**src/rtl/input_conditioner_if.sv**
```systemverilog
// Pin-side bundle for the input conditioner: raw inputs in, conditioned levels and pulses out.
interface input_conditioner_if #(
    parameter int WIDTH = 1
);
    logic [WIDTH-1:0] async_in;
    logic [WIDTH-1:0] sync_out;
    logic [WIDTH-1:0] debounced;
    logic [WIDTH-1:0] edge_pulse;

    // Drives the raw inputs and consumes the conditioned results.
    modport master (
        output async_in,
        input  sync_out,
        input  debounced,
        input  edge_pulse
    );

    // The conditioner itself.
    modport slave (
        input  async_in,
        output sync_out,
        output debounced,
        output edge_pulse
    );
endinterface

```
**src/rtl/input_conditioner.sv**
```systemverilog
// Multi-channel synchronizer + sampled debouncer + edge detector.
// One shared sample-tick counter; each channel is an independent lane instance.

module input_conditioner_lane #(
    parameter int SYNC_STAGES   = 2,
    parameter int PULSE_CNT_MAX = 200,
    parameter int EDGE_MODE     = 0
) (
    input  logic clk,
    input  logic rst_n,
    input  logic tick,
    input  logic async_bit,
    output logic sync_bit,
    output logic deb_bit,
    output logic edge_bit
);
    localparam int CW = $clog2(PULSE_CNT_MAX + 1);
    localparam logic [CW-1:0] CNT_SAT = CW'(PULSE_CNT_MAX);

    logic [SYNC_STAGES-1:0] sync_q, sync_d;
    logic [CW-1:0]          cnt_q, cnt_d;
    logic                   prev_q, prev_d;
    logic                   rise, fall;

    assign sync_bit = sync_q[SYNC_STAGES-1];
    assign deb_bit  = (cnt_q == CNT_SAT);
    assign rise     = deb_bit & ~prev_q;
    assign fall     = ~deb_bit & prev_q;

    // Plain shift chain: bit 0 captures the pin, the top bit is the synchronized level.
    always_comb begin
        sync_d = {sync_q[SYNC_STAGES-2:0], async_bit};
    end

    // Stability counter: any low cycle clears it (clear beats tick), ticks count up to saturation.
    always_comb begin
        cnt_d = cnt_q;
        if (!sync_bit) begin
            cnt_d = '0;
        end else if (tick && (cnt_q < CNT_SAT)) begin
            cnt_d = cnt_q + 1'b1;
        end
    end

    // History of the debounced level for edge detection.
    always_comb begin
        prev_d = deb_bit;
    end

    // Edge selection; unknown modes fall back to rising edges.
    always_comb begin
        case (EDGE_MODE)
            1:       edge_bit = fall;
            2:       edge_bit = rise | fall;
            default: edge_bit = rise;
        endcase
    end

    // Lane state registers.
    always_ff @(posedge clk or negedge rst_n) begin
        if (!rst_n) begin
            sync_q <= '0;
            cnt_q  <= '0;
            prev_q <= 1'b0;
        end else begin
            sync_q <= sync_d;
            cnt_q  <= cnt_d;
            prev_q <= prev_d;
        end
    end
endmodule

module input_conditioner #(
    parameter int WIDTH          = 1,
    parameter int SYNC_STAGES    = 2,
    parameter int SAMPLE_CNT_MAX = 62500,
    parameter int PULSE_CNT_MAX  = 200,
    parameter int EDGE_MODE      = 0
) (
    input  logic                  clk,
    input  logic                  rst_n,
    input_conditioner_if.slave    io
);
    localparam int SW = (SAMPLE_CNT_MAX > 1) ? $clog2(SAMPLE_CNT_MAX) : 1;
    localparam logic [SW-1:0] SMP_LAST = SW'(SAMPLE_CNT_MAX - 1);

    generate
        if (SYNC_STAGES < 2)    begin : g_bad_sync  $error("SYNC_STAGES must be >= 2");    end
        if (SAMPLE_CNT_MAX < 1) begin : g_bad_smp   $error("SAMPLE_CNT_MAX must be >= 1"); end
        if (PULSE_CNT_MAX < 1)  begin : g_bad_pulse $error("PULSE_CNT_MAX must be >= 1");  end
    endgenerate

    logic [SW-1:0]    smp_q, smp_d;
    logic             tick;
    logic [WIDTH-1:0] sync_w, deb_w, edge_w;

    // Tick on the last count of each sample interval; with a single-cycle interval it is always high.
    assign tick = (smp_q == SMP_LAST);

    // Free-running sample counter shared by all channels.
    always_comb begin
        smp_d = tick ? '0 : smp_q + 1'b1;
    end

    // Sample counter register.
    always_ff @(posedge clk or negedge rst_n) begin
        if (!rst_n) begin
            smp_q <= '0;
        end else begin
            smp_q <= smp_d;
        end
    end

    genvar i;
    generate
        for (i = 0; i < WIDTH; i++) begin : g_lane
            input_conditioner_lane #(
                .SYNC_STAGES   (SYNC_STAGES),
                .PULSE_CNT_MAX (PULSE_CNT_MAX),
                .EDGE_MODE     (EDGE_MODE)
            ) u_lane (
                .clk       (clk),
                .rst_n     (rst_n),
                .tick      (tick),
                .async_bit (io.async_in[i]),
                .sync_bit  (sync_w[i]),
                .deb_bit   (deb_w[i]),
                .edge_bit  (edge_w[i])
            );
        end
    endgenerate

    assign io.sync_out   = sync_w;
    assign io.debounced  = deb_w;
    assign io.edge_pulse = edge_w;
endmodule

```
**src/flat_wrapper.sv**
```systemverilog
// flat-port wrapper written by rule: the top's interface ports become plain ports
module input_conditioner_flat 
#(
    parameter int WIDTH          = 1,
    parameter int SYNC_STAGES    = 2,
    parameter int SAMPLE_CNT_MAX = 62500,
    parameter int PULSE_CNT_MAX  = 200,
    parameter int EDGE_MODE      = 0
)
  (clk, rst_n, io_async_in, io_sync_out, io_debounced, io_edge_pulse);
  input_conditioner_if #(.WIDTH(WIDTH)) io_i ();
  input  logic clk;
  input  logic rst_n;
  input wire logic [$bits(io_i.async_in)-1:0] io_async_in;
  output wire logic [$bits(io_i.sync_out)-1:0] io_sync_out;
  output wire logic [$bits(io_i.debounced)-1:0] io_debounced;
  output wire logic [$bits(io_i.edge_pulse)-1:0] io_edge_pulse;
  assign io_i.async_in = io_async_in;
  assign io_sync_out = io_i.sync_out;
  assign io_debounced = io_i.debounced;
  assign io_edge_pulse = io_i.edge_pulse;
  input_conditioner #(.WIDTH(WIDTH), .SYNC_STAGES(SYNC_STAGES), .SAMPLE_CNT_MAX(SAMPLE_CNT_MAX), .PULSE_CNT_MAX(PULSE_CNT_MAX), .EDGE_MODE(EDGE_MODE)) u_core (.clk(clk), .rst_n(rst_n), .io(io_i));
endmodule
```
**config.mk**
```make
export PLATFORM = sky130hd
export DESIGN_NAME = input_conditioner_flat
export DESIGN_NICKNAME = d
export VERILOG_FILES = /design/src/rtl/input_conditioner_if.sv /design/src/rtl/input_conditioner.sv /design/src/flat_wrapper.sv
export SDC_FILE = /design/constraint.sdc
export NUM_CORES = 1
export LEC_CHECK = 0
export CELL_PAD_IN_SITES_DETAIL_PLACEMENT = 0
export CELL_PAD_IN_SITES_GLOBAL_PLACEMENT = 1
export CORE_UTILIZATION = 30
export CTS_CLUSTER_DIAMETER = 60
export DETAILED_ROUTE_END_ITERATION = 7
export PLACE_DENSITY_LB_ADDON = 0.12
export SYNTH_ARGS = -nofsm -noshare
export SYNTH_HDL_FRONTEND = slang
export SYNTH_SLANG_ARGS = --single-unit
```
**constraint.sdc**
```tcl
create_clock -name clk -period 4.5 [get_ports clk]
set_clock_uncertainty 0.2 [all_clocks]
set_input_delay 0.9 -clock clk [delete_from_list [all_inputs] [get_ports clk]]
set_output_delay 0.9 -clock clk [all_outputs]
set_load 0.005 [all_outputs]
```
# After elaboration in Yosys (flattened, before gate mapping)
# Index checks and enable logic that the tools add are counted.
[word_totals]
in_bits = 3
wordCells = 16
regBits = 27
[op_classes]
addsub = 2
bitwise = 2
n_reduce_logical = 1
n_lt_le_gt_ge = 1
eq_ne = 3
n_mux = 3
[ops]
columns = ["operator", "count"]
rows = [
  ["adder 16 x 1 -> 16 bit, second input constant", 1],
  ["== test 16 bit, second input constant", 1],
  ["2-to-1 mux 16 bit", 1],
  ["2-to-1 mux 8 bit", 2],
  ["adder 8 x 1 -> 8 bit, second input constant", 1],
  ["== test 8 bit, second input constant", 1],
  ["less-than comparator 8 bit, second input constant", 1],
  ["!= test 2 x 1 -> 1 bit, second input constant", 1],
  ["bitwise AND 1 bit", 1],
  ["logical AND 1 bit", 1],
  ["NOT 1 bit", 1],
]

# Longest topological paths before layout
[depth]
ltp_word = 4
mapped_depth = 5
mapped_depth_nobuf = 5

# Cells and area by module
# From an unflattened synthesis, not the netlist that was laid out.
[hier_totals]
cells_unflattened = 125
hier_area_um2 = 1361.3
[modules_own_cells]
columns = ["mod", "cells_each", "area_per_inst_um2", "seq_area_each_um2", "n_inst"]
rows = [
  ["input_conditioner", 68, 754.5, 400.4, 1],
  ["input_conditioner_lane", 57, 606.8, 275.3, 1],
]

# Worst setup path after synthesis
# Ideal clock, no wire load.
[synth_path]
path_kind = "reg-to-output"
from = "register u_core.g_lane[0].u_lane.cnt_q[0]"
to = "output port io_edge_pulse"
n_path_buf = 0
arrival_time_ps = 1182
required_time_ps = 3400
stages_incl_launch_ff = 6
path_slack_ps = 2218
path_cell_list = "dfrtp_1 -> inv_1 -> ha_1 -> nand3b_1 -> nor4_1 -> nor2b_1"
[synth_between]
elab_chain_cells = 2
[synth_lines]
columns = ["element", "line", "rtl"]
rows = [
  ["start, declared", "input_conditioner.sv:21", "logic [CW-1:0] cnt_q, cnt_d;"],
  ["start signal, assigned", "input_conditioner.sv:67", "cnt_q <= cnt_d;"],
  ["== test 8 bit", "input_conditioner.sv:26", "assign deb_bit = (cnt_q == CNT_SAT);"],
  ["named net io_debounced", "flat_wrapper.sv:16", "output wire logic [$bits(io_i.debounced)-1:0] io_debounced;"],
  ["bitwise AND 1 bit", "input_conditioner.sv:27", "assign rise = deb_bit & ~prev_q;"],
  ["end, declared", "flat_wrapper.sv:17", "output wire logic [$bits(io_i.edge_pulse)-1:0] io_edge_pulse;"],
]
# The timed path passes the listed nets, and every way through them passes these cells.

# Final worst setup path
[layout_path]
from = "register u_core.g_lane[0].u_lane.cnt_q[0]"
to = "output port io_edge_pulse"
[layout_between]
elab_chain_cells = 2
[layout_lines]
columns = ["element", "line"]
rows = [
  ["== test 8 bit", "input_conditioner.sv:26"],
  ["bitwise AND 1 bit", "input_conditioner.sv:27"],
]
# No other way between the ends.

==> flow_metrics.env <==
export IMPL_post_cts_buffers=0
export IMPL_worst_slack_ps=1390
export IMPL_synthTopCellsByArea="dfrtp_1, xnor2_1, nand3_1, nand2_1, mux2i_1"
export IMPL_rows=23
export IMPL_place_gp_congestion=0.801
export IMPL_first_iter_violations=55
export IMPL_grt_max_degree=28
export IMPL_start_kind="flip-flop"
export IMPL_chipHeight_um=68.6
export IMPL_gr_total_overflow=0
export IMPL_clk_latency_ps=270
export IMPL_setup_violations=0
export IMPL_portBuffers=5
export IMPL_clock_sinks=27
export IMPL_syn_to_final_growth_pct=12.5
export IMPL_first_pass_iters=4
export IMPL_syn_num_nets=131
export IMPL_synthesis_area_sq_mm=0.00133
export IMPL_initial_core_util_pct=32.2
export IMPL_cts_buffer_depth=2
export IMPL_synthArstFlopShare_pct=100
export IMPL_hp_start="u_core.g_lane[0].u_lane.sync_q[0]"
export IMPL_dieArea_sq_mm=0.00471
export IMPL_syn_area_per_cell_sq_um=10.7
export IMPL_synth_most_common_cell="dfrtp_1"
export IMPL_routedWlPerCell_um=14.1
export IMPL_hold_buffers=0
export IMPL_cts_tree="yes"
export IMPL_grt_pass1_vias=980
export IMPL_fin_tns_setup_ps=0
export IMPL_synthTopCellsByCount="dfrtp_1, nand2_1, nand3_1"
export IMPL_rr_startpoint="u_core.smp_q[0]"
export IMPL_via_per_inst=5.39
export IMPL_syn_inst=125
export IMPL_slew_viol_final=0
export IMPL_critPathKind="flip-flop to output port"
export IMPL_crit_required_ps=3400
export IMPL_yosys_warnings=0
export IMPL_vdd_ir_drop_max_mv=0.184
export IMPL_min_period_ps=3110
export IMPL_antenna_found_initial=0
export IMPL_via_count=997
export IMPL_worstSetupStartpoint="u_core.g_lane[0].u_lane.cnt_q[0]"
export IMPL_synth_top_cell_area_share_pct=50.7
export IMPL_layout_nets=142
export IMPL_coreArea_sq_mm=0.00414
export IMPL_cts_root_buf="clkbuf_8"
export IMPL_place_ws_ps=1670
export IMPL_end_kind="output port"
export IMPL_synth_edff_count=0
export IMPL_crit_path_max_fanout=6
export IMPL_dp_hpwl_um=1890
export IMPL_cts_made_buffers=3
export IMPL_path_clk_slew_ps=90
export IMPL_routed_wl_um=2610
export IMPL_arrival_ps=2010
export IMPL_final_area_sq_mm=0.00150
export IMPL_yosysSeqAreaShare_pct=50.7
export IMPL_ant_nets=0
export IMPL_remaining_drc_errors=0
export IMPL_drv_cap=0
export IMPL_hold_violations=0
export IMPL_ys_flop_type="dfrtp_1"
export IMPL_drive_above_1_share_pct=9.63
export IMPL_grt_use_total_pct=13.6
export IMPL_post_cts_resized=0
export IMPL_rsz0062_at_grt="false"
export IMPL_maxSlewHeadroom_pct=67.8
export IMPL_grt_pass1_wl_um=4660
export IMPL_antenna_cells=0
export IMPL_powerDensity_mw_per_mm2=261
export IMPL_ys_ff_latch=27
export IMPL_min_period_over_period_pct=69.2
export IMPL_fin_total_pwr_uw=391
export IMPL_worst_pin_slew_ps=478
export IMPL_outcome="finished clean"
export IMPL_h_tree_depth=1
export IMPL_min_path_type="flip-flop to flip-flop"
export IMPL_yosysUniqueCellTypes=32
export IMPL_die_w_um=68.6
export IMPL_p_leak_nw=0.603
export IMPL_placed_area_sq_mm=0.00145
export IMPL_fmax_mhz=321
export IMPL_pin_count=6
export IMPL_yosys_area_top_type="dfrtp_1"
## power by group
group / switching, mW / internal (mW)
logic: 0.00609 / 0.00301
clock network: 0.0759 / 0.0621
registers: 0.000902 / 0.243
total: 0.0828 / 0.308
## critical path, cell delays in order, from the launching register on
cell,delay (ps)
dfrtp_1,440
inv_1,80
ha_1,140
nand3b_1,70
nor4_1,340
nor2b_1,180
clkdlybuf4s50_1,500
## kinds of logic (layout without fill, tap and decap cells)
family	Yosys count	count (layout)	synth area share, %
AOI/OAI and AO/OA	17	17	8.26
and+or+nand+nor	60	60	27.9
DFF	27	27	50.7
xor gates and xnor gates	9	9	5.92
muxes	4	4	3.00
buffers and inverters	5	15	1.41
adders and majority gates	3	3	2.82
## per-stage QoR
step	utilization, %	hold WS [ps]	cells
6_report	36.2	158	185
5_1_grt	36.2	179	185
4_1_cts	36.2	160	185
3_5_place_dp	35.1	137	181
3_3_place_gp	35.1	140	181
2_1_floorplan	-	131	125
## cell type report
class,instances,area (sq um)
clock buffers,3,41.3
clock inverters,1,5.00
fillers,439,2650
inverters,5,18.8
multi-input cells,93,638
flip-flops and latches,27,676
well taps,50,62.6
repair buffers,6,57.6
## layout by cell type, fill, tap and decap left out, types with 3 or more instances in the layout
master and n:
clkdlybuf4s50_1 5, nor4_1 6, nor2_1 7, xnor2_1 6
o21ai_0 3, and4_1 3, nand3_1 10, xor2_1 3
nand2_1 13, inv_1 5, nand4_1 3, ha_1 3
a21oi_1 6, mux2i_1 4, dfrtp_1 27, clkbuf_8 3
o31ai_1 3
## routing by layer
layer / vias up / GRT usage [%] / part of all wire, %
met5: - / 0 / 0
met4: 0 / 3.13 / 0.65
met3: 2 / 3.95 / 3.6
met2: 21 / 20.0 / 43
met1: 488 / 19.4 / 52
li1: 486 / - / -
## worst paths after layout
path | endpoint | slack, ps | depth (start not counted)
worst max-delay path | io_edge_pulse | 1390 | 6
worst min-delay path | u_core.g_lane[0].u_lane.sync_q[1] | 160 | 0
worst max register to register | u_core.g_lane[0].u_lane.cnt_q[6] | 2190 | 5
worst min register to register | u_core.g_lane[0].u_lane.sync_q[1] | 160 | 0
max in group asynchronous | u_core.smp_q[5] | 3040 | 2
min in group asynchronous | u_core.g_lane[0].u_lane.cnt_q[2] | 790 | 2
## state kept, by name, summed over array words and instances, names as in the netlist
name / cells
u_core.g_lane.u_lane.prev_q: 1
u_core.smp_q: 16
u_core.g_lane.u_lane.cnt_q: 8
u_core.g_lane.u_lane.sync_q: 2
No activity file was read; power rests on OpenSTA's default activity.
